## src/rtl/mdu_pkg.sv

```systemverilog
// mdu_pkg: shared types and constants for the multiply/divide unit.
//   mdu_op_e    - operation select as it arrives on the op port
//   mdu_state_e - sequencer states
//   MDU_WIDTH   - default datapath width, MDU_CNT_W its iteration counter width
package mdu_pkg;

    localparam int unsigned MDU_WIDTH = 32;
    localparam int unsigned MDU_CNT_W = $clog2(MDU_WIDTH);

    typedef enum logic [1:0] {
        MDU_MULT  = 2'b00,
        MDU_MULTU = 2'b01,
        MDU_DIV   = 2'b10,
        MDU_DIVU  = 2'b11
    } mdu_op_e;

    typedef enum logic [1:0] {
        IDLE = 2'b00,
        RUN  = 2'b01,
        FIX  = 2'b10
    } mdu_state_e;

endpackage

```

## src/rtl/mult_div_unit.sv

```systemverilog
// mult_div_unit: multi-cycle MULT/MULTU/DIV/DIVU into architectural HI/LO,
// plus MTHI/MTLO writes. One iteration per cycle, WIDTH iterations, then a
// sign-fix/writeback cycle.
//   clk, rst_n        - rising-edge clock, async active-low reset
//   A, B              - rs / rt operands, latched with op on an accepted start
//   op                - 00 MULT, 01 MULTU, 10 DIV, 11 DIVU
//   start             - request, only looked at while idle
//   hi_we, lo_we      - MTHI / MTLO enables (idle only), data on wdata
//   busy              - operation in progress
//   done              - one-cycle pulse, HI/LO already hold the result
//   div_zero          - last accepted divide had B = 0 (held until next start)
//   hi, lo            - HI / LO registers
module mult_div_unit
    import mdu_pkg::*;
#(
    parameter int unsigned WIDTH = MDU_WIDTH
) (
    input  logic             clk,
    input  logic             rst_n,
    input  logic [WIDTH-1:0] A,
    input  logic [WIDTH-1:0] B,
    input  logic [1:0]       op,
    input  logic             start,
    input  logic             hi_we,
    input  logic             lo_we,
    input  logic [WIDTH-1:0] wdata,
    output logic             busy,
    output logic             done,
    output logic             div_zero,
    output logic [WIDTH-1:0] hi,
    output logic [WIDTH-1:0] lo
);

    localparam int unsigned CNT_W = $clog2(WIDTH);

    mdu_state_e         state, state_next;
    mdu_op_e            op_q;
    logic [CNT_W-1:0]   cnt;
    logic [WIDTH-1:0]   b_q;
    logic [2*WIDTH-1:0] acc;
    logic               neg_q, neg_r;

    logic               accept, signed_in, div_in, zero_div_in, div_q, last_iter;
    logic [WIDTH-1:0]   a_abs, b_abs, addend, quo_fix, rem_fix;
    logic [WIDTH:0]     mul_sum, div_diff;
    logic [2*WIDTH-1:0] acc_step, prod_fix;

    assign busy = (state != IDLE);

    always_comb begin
        accept      = (state == IDLE) && start;
        signed_in   = ~op[0];
        div_in      = op[1];
        zero_div_in = div_in && (B == '0);
        a_abs       = (signed_in && A[WIDTH-1]) ? -A : A;
        b_abs       = (signed_in && B[WIDTH-1]) ? -B : B;
        div_q       = (op_q == MDU_DIV) || (op_q == MDU_DIVU);
        last_iter   = (cnt == CNT_W'(WIDTH - 1));
    end

    // Both algorithms share acc. Multiply: {partial product, multiplier},
    // add into the top half then shift right. Divide: {remainder, dividend},
    // shift left one bit and try subtracting the divisor; the quotient bit
    // enters at the bottom as the dividend bits leave the top.
    always_comb begin
        addend   = acc[0] ? b_q : '0;
        mul_sum  = {1'b0, acc[2*WIDTH-1:WIDTH]} + {1'b0, addend};
        div_diff = acc[2*WIDTH-1:WIDTH-1] - {1'b0, b_q};
        if (div_q) begin
            if (div_diff[WIDTH])
                acc_step = {acc[2*WIDTH-2:0], 1'b0};
            else
                acc_step = {div_diff[WIDTH-1:0], acc[WIDTH-2:0], 1'b1};
        end else begin
            acc_step = {mul_sum, acc[WIDTH-1:1]};
        end
        prod_fix = neg_q ? -acc : acc;
        quo_fix  = neg_q ? -acc[WIDTH-1:0] : acc[WIDTH-1:0];
        rem_fix  = neg_r ? -acc[2*WIDTH-1:WIDTH] : acc[2*WIDTH-1:WIDTH];
    end

    always_comb begin
        state_next = state;
        case (state)
            IDLE: if (start) state_next = zero_div_in ? FIX : RUN;
            RUN:  if (last_iter) state_next = FIX;
            FIX:  state_next = IDLE;
            default: state_next = IDLE;
        endcase
    end

    always_ff @(posedge clk or negedge rst_n) begin
        if (!rst_n)
            state <= IDLE;
        else
            state <= state_next;
    end

    always_ff @(posedge clk or negedge rst_n) begin
        if (!rst_n) begin
            op_q     <= MDU_MULT;
            cnt      <= '0;
            b_q      <= '0;
            acc      <= '0;
            neg_q    <= 1'b0;
            neg_r    <= 1'b0;
            done     <= 1'b0;
            div_zero <= 1'b0;
            hi       <= '0;
            lo       <= '0;
        end else begin
            done <= (state == FIX);
            if (accept) begin
                op_q     <= mdu_op_e'(op);
                b_q      <= b_abs;
                acc      <= {{WIDTH{1'b0}}, a_abs};
                neg_q    <= signed_in && (A[WIDTH-1] ^ B[WIDTH-1]);
                neg_r    <= signed_in && A[WIDTH-1];
                cnt      <= '0;
                div_zero <= zero_div_in;
            end else if (state == RUN) begin
                acc <= acc_step;
                cnt <= cnt + 1'b1;
            end
            if (state == IDLE) begin
                if (hi_we) hi <= wdata;
                if (lo_we) lo <= wdata;
            end else if (state == FIX && !div_zero) begin
                // div_zero is only ever set by the start that led here, so
                // it doubles as the "skip writeback" marker for B = 0.
                if (div_q) begin
                    hi <= rem_fix;
                    lo <= quo_fix;
                end else begin
                    hi <= prod_fix[2*WIDTH-1:WIDTH];
                    lo <= prod_fix[WIDTH-1:0];
                end
            end
        end
    end

endmodule

```

## config.mk

```make
export PLATFORM = sky130hd
export DESIGN_NAME = mult_div_unit
export DESIGN_NICKNAME = d
export VERILOG_FILES = /design/src/rtl/mdu_pkg.sv /design/src/rtl/mult_div_unit.sv
export SDC_FILE = /design/constraint.sdc
export NUM_CORES = 1
export LEC_CHECK = 0
export CORE_ASPECT_RATIO = 1.4
export CORE_MARGIN = 8
export CORE_UTILIZATION = 30
export CTS_CLUSTER_DIAMETER = 120
export CTS_CLUSTER_SIZE = 40
export DETAILED_ROUTE_END_ITERATION = 8
export SKIP_LAST_GASP = 1
export SYNTH_ARGS = -nofsm -noshare
export SYNTH_HDL_FRONTEND = slang
export SYNTH_SLANG_ARGS = --single-unit
export TNS_END_PERCENT = 30
```

## constraint.sdc

```tcl
create_clock -name clk -period 5.14 [get_ports clk]
set_clock_uncertainty 0.1 [all_clocks]
set_input_delay 0.771 -clock clk [delete_from_list [all_inputs] [get_ports clk]]
set_output_delay 0.771 -clock clk [all_outputs]
set_load 0.02 [all_outputs]
```

## Word-level counts from Yosys, hierarchy flattened

Cells that the tools add are included.

| cells by class | value |
|---|---|
| reductions and logical operators | 16 |
| muxes and demuxes | 24 |
| bitwise operators | 2 |
| add/sub/neg operators | 8 |
| equal/unequal tests | 9 |

Operators by type and width:

| kind | count |
|---|---|
| $mux W32 | 13 |
| $mux W64 | 5 |
| $neg A32 Y32 | 4 |
| $neg A64 Y64 | 1 |
| $add A32 B32 Y33 | 1 |
| $sub A33 B32 Y33 | 1 |
| $logic_not A32 Y1 | 1 |
| $mux W5 | 2 |
| $ne A2 B2 Y1 const B | 4 |
| $eq A2 B2 Y1 const B | 3 |
| $logic_and A1 B1 Y1 | 6 |
| $mux W2 | 3 |
| $reduce_and A2 Y1 | 3 |
| $reduce_bool A2 Y1 | 3 |
| $add A5 B1 Y5 const B | 1 |
| $eq A5 B5 Y1 const B | 1 |
| $pmux W2 S2 | 1 |
| $eq A2 B1 Y1 const B | 1 |
| $logic_not A2 Y1 | 1 |
| $logic_not A1 Y1 | 1 |
| $logic_or A1 B1 Y1 | 1 |
| $not A1 Y1 | 1 |
| $xor A1 B1 Y1 | 1 |

| word-level totals | value |
|---|---|
| register bits after elaboration | 173 |
| input bits | 103 |
| output and inout bits | 67 |
| logic and storage cells | 70 |

## Logic depth before layout (Yosys ltp)

Gate-level depths: netlist of run 1.

| logic depth | value |
|---|---|
| depth after elaboration | 5 |
| mapped depth | 15 |
| depth with buffers taken out | 13 |

## Least setup slack after synthesis of run 1

Ideal clock, no wire load.

| timing path | value |
|---|---|
| path type | register -> register |
| start point | register acc[0] |
| end point | register acc[63] |
| arrival | 3.075 ns |
| cell stages (with the launch flop) | 15 |
| data required time | 4.953 ns |
| period minus slack after synthesis | 3.262 ns |
| path slack | 1.878 ns |
| cell sequence | dfrtp_1 -> clkbuf_1 -> and2_1 -> ha_1 -> inv_1 -> fa_1 -> nand2b_1 -> a21oi_1 -> o21ai_0 -> o41ai_2 -> a21oi_1 -> nor3b_1 -> o31a_1 -> o21ai_0 -> a22oi_1 |

| on the way | value |
|---|---|
| longest elaborated chain between the ends | 5 |

Ends and longest elaborated chain:

| element | RTL line | text |
|---|---|---|
| start: declaration | mult_div_unit.sv:40 | `logic [2*WIDTH-1:0] acc;` |
| start signal: assignment | mult_div_unit.sv:116 | `acc <= {{WIDTH{1'b0}}, a_abs};` |
| start signal: assignment | mult_div_unit.sv:122 | `acc <= acc_step;` |
| $mux W32 | mult_div_unit.sv:66 | `addend = acc[0] ? b_q : '0;` |
| $add A32 B32 Y33 | mult_div_unit.sv:67 | `mul_sum = {1'b0, acc[2*WIDTH-1:WIDTH]} + {1'b0, addend};` |
| $mux W64 | mult_div_unit.sv:69 | `if (div_q) begin` |
| $mux W64 | mult_div_unit.sv:121 | `end else if (state == RUN) begin` |
| $mux W64 | mult_div_unit.sv:113 | `if (accept) begin` |

Every way passes these cells. The select of a mux whose other input is x is not followed.
A chain may end at the register's enable or synchronous reset.

## Worst setup path in the final report of run 1

| timing path | value |
|---|---|
| start point | register acc[0] |
| end point | register acc[62] |

The elaborated chain is that of the path after synthesis.

==> metrics.txt, run 1 <==
outcome=finished clean; synthesized area=14,400 sq um; syn nets=1,989; # rows=95; chip height=276 um; area grow syn2layout=20.3%; Seq/Total Area, Yosys=0.298; CTS tree=built; Min-Delay Path Class=in2async; top area cells in the synthesized netlist=dfrtp_1 (30%), xnor2_1 (6.7%), o21ai_0 (6.1%); fin. max-slew vios=0; worst skew pair latency=0.46 ns; Starting DRT DRC Count=905; Final ANT Viol Nets=0; CTS resizes=0; Synth Warn #=0; Final min period=4.18 ns; Fin. Hold Viols=0; core box area=47,800 sq um; WP data arrival=4.42 ns; FF-to-FF setup slack=0.96 ns; EDFF count, synth=0; crit-path max cell delay=0.61 ns; drt drc=0; r2r endpoint=acc[62]$_DFFE_PN0P_; vias in the first global route=13,700; diode count=0; crit path kind=reg2reg; CTS H-tree lvls=4; Max Buffers Root-to-Sink=2; Placed Area=16,700 sq um; Syn Area/Cell=7.96 sq um; first-pass GRT wire length=79,600 um; Clock Tree Root=clkbuf_16; Mapped Cells=1,814; Die Wd=201 um; I/O Buffers=169; Peak Freq=239 MHz; Initial Util=0.302; total of max-cap violations=0; fin area=17,400 sq um; GRT overflow=0; Total Wirelength=51,700 um; clock-pin slew on the worst setup and hold paths=0.07 ns; detailed-router iteration count before antenna repair=5; P per Cell Area=777 nW/um^2; fin crit share=0.814; largest net degree at the start of global routing=94; Clock Sinks=172; Post-DP HPWL=40,700 um; Fin Setup TNS=0 ns; worst r2r src=acc[0]$_DFFE_PN0P_; gr usage total=0.181; FF-to-FF path depth=12; Cell Chain, Critical Path=inv_1 -> nor2_1 -> ha_1 -> o211ai_1 -> o21ai_0 -> o311ai_1 -> o22ai_1 -> a211oi_1 -> nor2_1 -> a41oi_1 -> mux2i_1 -> nand3_1; #FFs+latches synth=172; Worst EP required=5.37 ns; vias after detailed routing=13,800; Least-Margin Pin Slew=1.09 ns; Top cell by count, worst path=nor2_1; GP Congestion=0.920; post-synth top area share=0.298; WHS=0.213 ns; RSZ-0062 raised after global routing=false; final worst slack=0.956 ns; # hold bufs at CTS=0; Max VDD drop=0.318 mV; number of vias per cell=5.38; asr flop ratio synth=1.00; Top FF cell, synth=dfrtp_1; CP max-delay cell=o311ai_1; average routed wire per standard cell=20.2 um; Layout Nets=2,095; critical path capture point type=flip-flop; initial antenna violation count=0; share of post-route cells with drive strength above 1=0.0461; largest area contributor in the netlist=dfrtp_1; final setup fails=0; leak pwr=7.29 nW; die area=55,500 sq um; crit-path max FO=10; Max-slew headroom=0.257; IO Pins=170; Setup WS pre-CTS=1.04 ns; Synth cell types=89; Startpoint Class=flip-flop; CTS Buf Count=17; Post-CTS Setup Repair Bufs=0
[placed cells by master, fill, tap and decap left out, types with 22 or more instances in the layout]
master / count
a21oi_1: 140
xnor2_1: 111
and2_1: 26
o211ai_1: 40
ha_1: 70
nand2b_1: 23
inv_1: 65
nor3_1: 35
a21o_1: 35
nand2_1: 212
clkdlybuf4s50_1: 168
a22oi_1: 22
dfrtp_1: 171
o21ai_0: 176
nor2_1: 148
o31ai_1: 37
xor2_1: 58
mux2i_1: 58
[flip-flops by register name, summed over array words and instances (netlist names), 2 cells and up]
register	cells
acc	64
b_q	32
hi	32
lo	32
cnt	5
state	2
[worst max-delay path by stage]
stage	depth (start not counted)	slack [ns]	start	endpoint
3_3_place_gp	12	1.02	acc[0]$_DFFE_PN0P_	acc[62]$_DFFE_PN0P_
2_1_floorplan	14	1.88	acc[0]$_DFFE_PN0P_	acc[63]$_DFFE_PN0P_
6_report	12	0.96	acc[0]$_DFFE_PN0P_	acc[62]$_DFFE_PN0P_
4_1_cts	12	1.03	acc[0]$_DFFE_PN0P_	acc[62]$_DFFE_PN0P_
5_1_grt	12	0.78	acc[31]$_DFFE_PN0P_	acc[33]$_DFFE_PN0P_
3_5_place_dp	12	1.04	acc[0]$_DFFE_PN0P_	acc[62]$_DFFE_PN0P_
[layout make-up]
type | instances | area, sq um
clock buffer | 18 | 439
clock inverter | 13 | 191
fill | 4946 | 30400
inverter | 66 | 248
multi-input combinational | 1472 | 9510
sequential | 172 | 4310
tap | 630 | 788
timing repair buffer | 191 | 1880
[critical path, delay by kind of cell, from the launching register on]
family	cells	cell delay, ns
adders and majority gates	1	0.30
and+or+nand+nor	3	0.46
DFF	1	0.57
buffers and inverters	1	0.29
muxes	1	0.24
AOI/OAI and AO/OA	6	2.11
[cells in the mapped netlist (all sizes together) (4+ instances only)]
| library cell | n |
|---|---|
| o41ai | 10 |
| a21o | 36 |
| and2 | 26 |
| o21a | 11 |
| a22oi | 22 |
| xor2 | 58 |
| ha | 70 |
| o22ai | 6 |
| a211oi | 10 |
| nor4 | 23 |
| nand2b | 23 |
| and4 | 4 |
| xnor2 | 111 |
| nand4 | 13 |
| inv | 65 |
| o31a | 5 |
| a21oi | 141 |
| or4 | 13 |
| a31oi | 15 |
| nand3 | 20 |
| nand2 | 213 |
| or3 | 16 |
| o31ai | 37 |
| clkbuf | 89 |
| o21bai | 7 |
| dfrtp | 172 |
| nor2b | 11 |
| nor2 | 152 |
| a221oi | 7 |
| and3 | 17 |
| or2 | 5 |
| nor3 | 38 |
| mux2i | 58 |
| o21ai | 197 |
| buf | 15 |
| o221ai | 4 |
| o211ai | 40 |
| nor3b | 5 |
[routing by layer]
metal	global-route usage	vias to the layer above	wire, um
met5	0	-	0
met4	0.0753	0	1770
met3	0.0298	77	2230
met2	0.332	384	26600
met1	0.206	6593	21100
li1	-	6741	-
[through the flow]
stage | utilization | cells | power (mW)
2_1_floorplan | - | 1814 | 9.09
3_3_place_gp | 0.350 | 2531 | 11.9
3_5_place_dp | 0.350 | 2531 | 12.0
4_1_cts | 0.363 | 2562 | 13.5
5_1_grt | 0.363 | 2562 | 14.6
6_report | 0.363 | 2562 | 13.5
[kinds of logic (layout without fill, tap and decap cells)]
kind of cell,after synthesis,count (layout),share of synthesized area
buffers and inverters,170,288,0.0454
AOI/OAI and AO/OA,578,578,0.248
DFF,172,172,0.298
muxes,61,61,0.0426
xor gates and xnor gates,169,169,0.103
and+or+nand+nor,592,592,0.200
adders and majority gates,72,72,0.0635
[report_power, final]
part | switching (mW) | leakage, nW | total [mW] | internal [mW]
sequential | 0.943 | 2.10 | 2.98 | 2.04
combinational | 5.34 | 4.89 | 9.09 | 3.74
clock | 0.601 | 0.299 | 1.43 | 0.828
total | 6.89 | 7.29 | 13.5 | 6.61
Note: power is estimated with default switching activity, not from simulation.
==> run 2: changes to the inputs <==
==> constraint.sdc (replaced) <==
create_clock -name clk -period 4.14 [get_ports clk]
set_clock_uncertainty 0.1 [all_clocks]
set_input_delay 0.621 -clock clk [delete_from_list [all_inputs] [get_ports clk]]
set_output_delay 0.621 -clock clk [all_outputs]
set_load 0.02 [all_outputs]
==> run 2 against run 1 <==
  * Cell area grew 1.3%
  * Critical path depth rose by 1
  * Count of clock-buffer cells in the layout shrank 1
  * Die area unchanged
  * Register-to-register slack worse by 0.71 ns
  * Setup slack lost 0.71 ns
  * Flip-flop and latch count unchanged
  * Critical endpoint is now acc[57]$_DFFE_PN0P_
==> metrics.txt, run 2 (synthesis results as in run 1) <==
Startpoint Class=flip-flop; CTS H-tree lvls=4 (unchanged); clock-pin slew on the worst setup and hold paths=0.07 ns (about the same); Max Buffers Root-to-Sink=2 (unchanged); share of post-route cells with drive strength above 1=0.0630 (+0.0169); Fin. Hold Viols=0 (unchanged); Min-Delay Path Class=in2async; CTS Buf Count=17 (unchanged); vias in the first global route=14,100 (+2.7%); sequential share of power=0.216 (-0.005); Gate power share=0.682 (+0.009); leading cell type in the layout, fill and taps excluded=nand2_1; critical path capture point type=flip-flop; core box area=47,800 sq um (unchanged); CTS tree=built; crit path kind=reg2reg; Sw Share=0.511 (+0.000627); IO Pins=170 (unchanged); fin crit share=0.940 (+0.126); final setup fails=0 (unchanged); Die Wd=201 um (unchanged); vias after detailed routing=14,100 (+1.9%); detailed-router iteration count before antenna repair=5 (unchanged); Top cell by count, worst path=o21ai_1; RSZ-0062 raised after global routing=false; diode count=0 (unchanged); Layout Nets=2,130 (+1.7%); final worst slack=0.250 ns (-0.707 ns); Clock Sinks=172 (unchanged); commonest non-fill, non-tap cells in the layout=nand2_1 (212), o21ai_0 (176), dfrtp_1 (171), clkdlybuf4s50_1 (168), nor2_1 (149); Clock Tree Root=clkbuf_16; Psw=8.63 mW (+25%); Worst EP required=4.39 ns (-0.98 ns); first-pass GRT wire length=80,800 um (+1.4%); I/O Buffers=169 (unchanged); register bank with the most flops=acc; Total Wirelength=52,200 um (+1.0%); # rows=95 (unchanged); worst skew pair latency=0.47 ns (about the same); total of max-cap violations=0 (unchanged); Post-DP HPWL=41,200 um (+1.3%); CP max-delay cell=o2111ai_1; largest net degree at the start of global routing=73 (-22%); GP Congestion=0.958 (+4.1%); Setup WS pre-CTS=0.290 ns (-0.749 ns); Max-slew headroom=0.254 (-0.00275); number of vias per cell=5.41 (+0.49%); clock network power share=0.102 (-0.004); Max VDD drop=0.343 mV (+7.9%); Starting DRT DRC Count=870 (-3.9%); initial antenna violation count=0 (unchanged); CP top delay family=compound AO/OA/AOI/OAI gates; gr usage total=0.184 (+0.00335); P per Cell Area=961 nW/um^2 (+24%); FF-to-FF setup slack=0.25 ns (-0.71 ns); drt drc=0 (unchanged); outcome=finished clean; GRT overflow=0 (unchanged); max FFs per register=64 (unchanged); area grow syn2layout=21.9%; CTS resizes=0 (unchanged); Fin Setup TNS=0 ns (unchanged); chip height=276 um (unchanged); Post-CTS Setup Repair Bufs=0 (unchanged); Least-Margin Pin Slew=1.12 ns (+0.0295 ns); die area=55,500 sq um (unchanged); Worst Path Buf+Inv=2 (+1); average routed wire per standard cell=20.1 um (-0.36%); Cell Chain, Critical Path=inv_1 -> ha_1 -> fa_1 -> nor2b_1 -> o31a_1 -> o21ai_1 -> o2111ai_1 -> a211oi_2 -> o21a_1 -> or2_1 -> buf_4 -> a221oi_1 -> o21ai_1; WP data arrival=4.14 ns (-0.28 ns); leak pwr=7.45 nW (+2.3%); Internal=8.26 mW (+25%); crit-path max FO=7 (-3); Final ANT Viol Nets=0 (unchanged); # hold bufs at CTS=0 (unchanged); fillers=4,978 (+0.65%); Final min period=3.89 ns (-0.293 ns); fin. max-slew vios=0 (unchanged); Initial Util=0.302 (unchanged); Peak Freq=257 MHz (+7.5%); crit-path max cell delay=0.59 ns (-0.02 ns)
==> run 2: worst register-to-register path: stages (launching register included) <==
cell and delay (ns):
dfrtp_1 0.39, inv_1 0.09, ha_1 0.22, fa_1 0.38, nor2b_1 0.19, o31a_1 0.21
o21ai_1 0.12, o2111ai_1 0.59, a211oi_2 0.20, o21a_1 0.33, or2_1 0.35, buf_4 0.20
a221oi_1 0.29, o21ai_1 0.09
==> run 2: path summary, 6_finish.rpt <==
path	start	cells after the start	end
hold reg to reg	lo[30]$_DFFE_PN0P_	2	lo[30]$_DFFE_PN0P_
min in group clk	lo[30]$_DFFE_PN0P_	2	lo[30]$_DFFE_PN0P_
hold / removal	rst_n	1	b_q[5]$_DFFE_PN0P_
setup / recovery	acc[31]$_DFFE_PN0P_	13	acc[57]$_DFFE_PN0P_
setup reg to reg	acc[31]$_DFFE_PN0P_	13	acc[57]$_DFFE_PN0P_
max in group asynchronous	rst_n	2	acc[56]$_DFFE_PN0P_
==> run 2: cell type report <==
cell class              instances  area, sq um  share of cell area
clock inverters                15          175             0.00996
multi-input cells            1472         9500               0.540
well taps                     630          788              0.0448
clock buffers                  17          425              0.0242
inverters                      66          248              0.0141
flip-flops and latches        172         4310               0.245
repair buffers                226         2150               0.122
==> run 2: layer usage <==
metal  track usage  vias to the layer above  part of all wire
met2         0.338                      430              0.52
met4        0.0815                        0             0.039
met5             0                        -                 0
met3        0.0338                       98             0.049
li1              -                     6794                 -
met1         0.206                     6736              0.39
==> run 2: stage by stage <==
step / instance area [sq um] / instances / hold WS [ns] / util / total power, mW
after global routing: 17600 / 2598 / 0.126 / 0.368 / 18.2
after CTS: 17600 / 2598 / 0.103 / 0.368 / 16.9
after floorplan: 14400 / 1814 / 0.225 / - / 11.3
after detailed placement: 17000 / 2566 / 0.370 / 0.356 / 15.1
final: 17600 / 2598 / 0.0714 / 0.368 / 16.9
after global placement: 17000 / 2566 / 0.363 / 0.356 / 15.0
==> run 2: power groups by stage <==
stage	combinational [mW]	sequential, mW	clock [mW]
after floorplan	7.75	3.53	0
after global placement	11.4	3.63	0
after detailed placement	11.5	3.66	0
after CTS	11.5	3.63	1.75
after global routing	12.7	3.77	1.81
final	11.5	3.65	1.73
==> run 3: changes to the inputs <==
--- a/config.mk
+++ b/config.mk
@@ -5,6 +5,7 @@
 export SDC_FILE = /design/constraint.sdc
 export NUM_CORES = 1
 export LEC_CHECK = 0
+export CAP_MARGIN = 20
 export CORE_ASPECT_RATIO = 1.4
 export CORE_MARGIN = 8
 export CORE_UTILIZATION = 30
==> results of run 3 <==
Same layout as run 2: the final DEF is identical, and so are final timing and power.
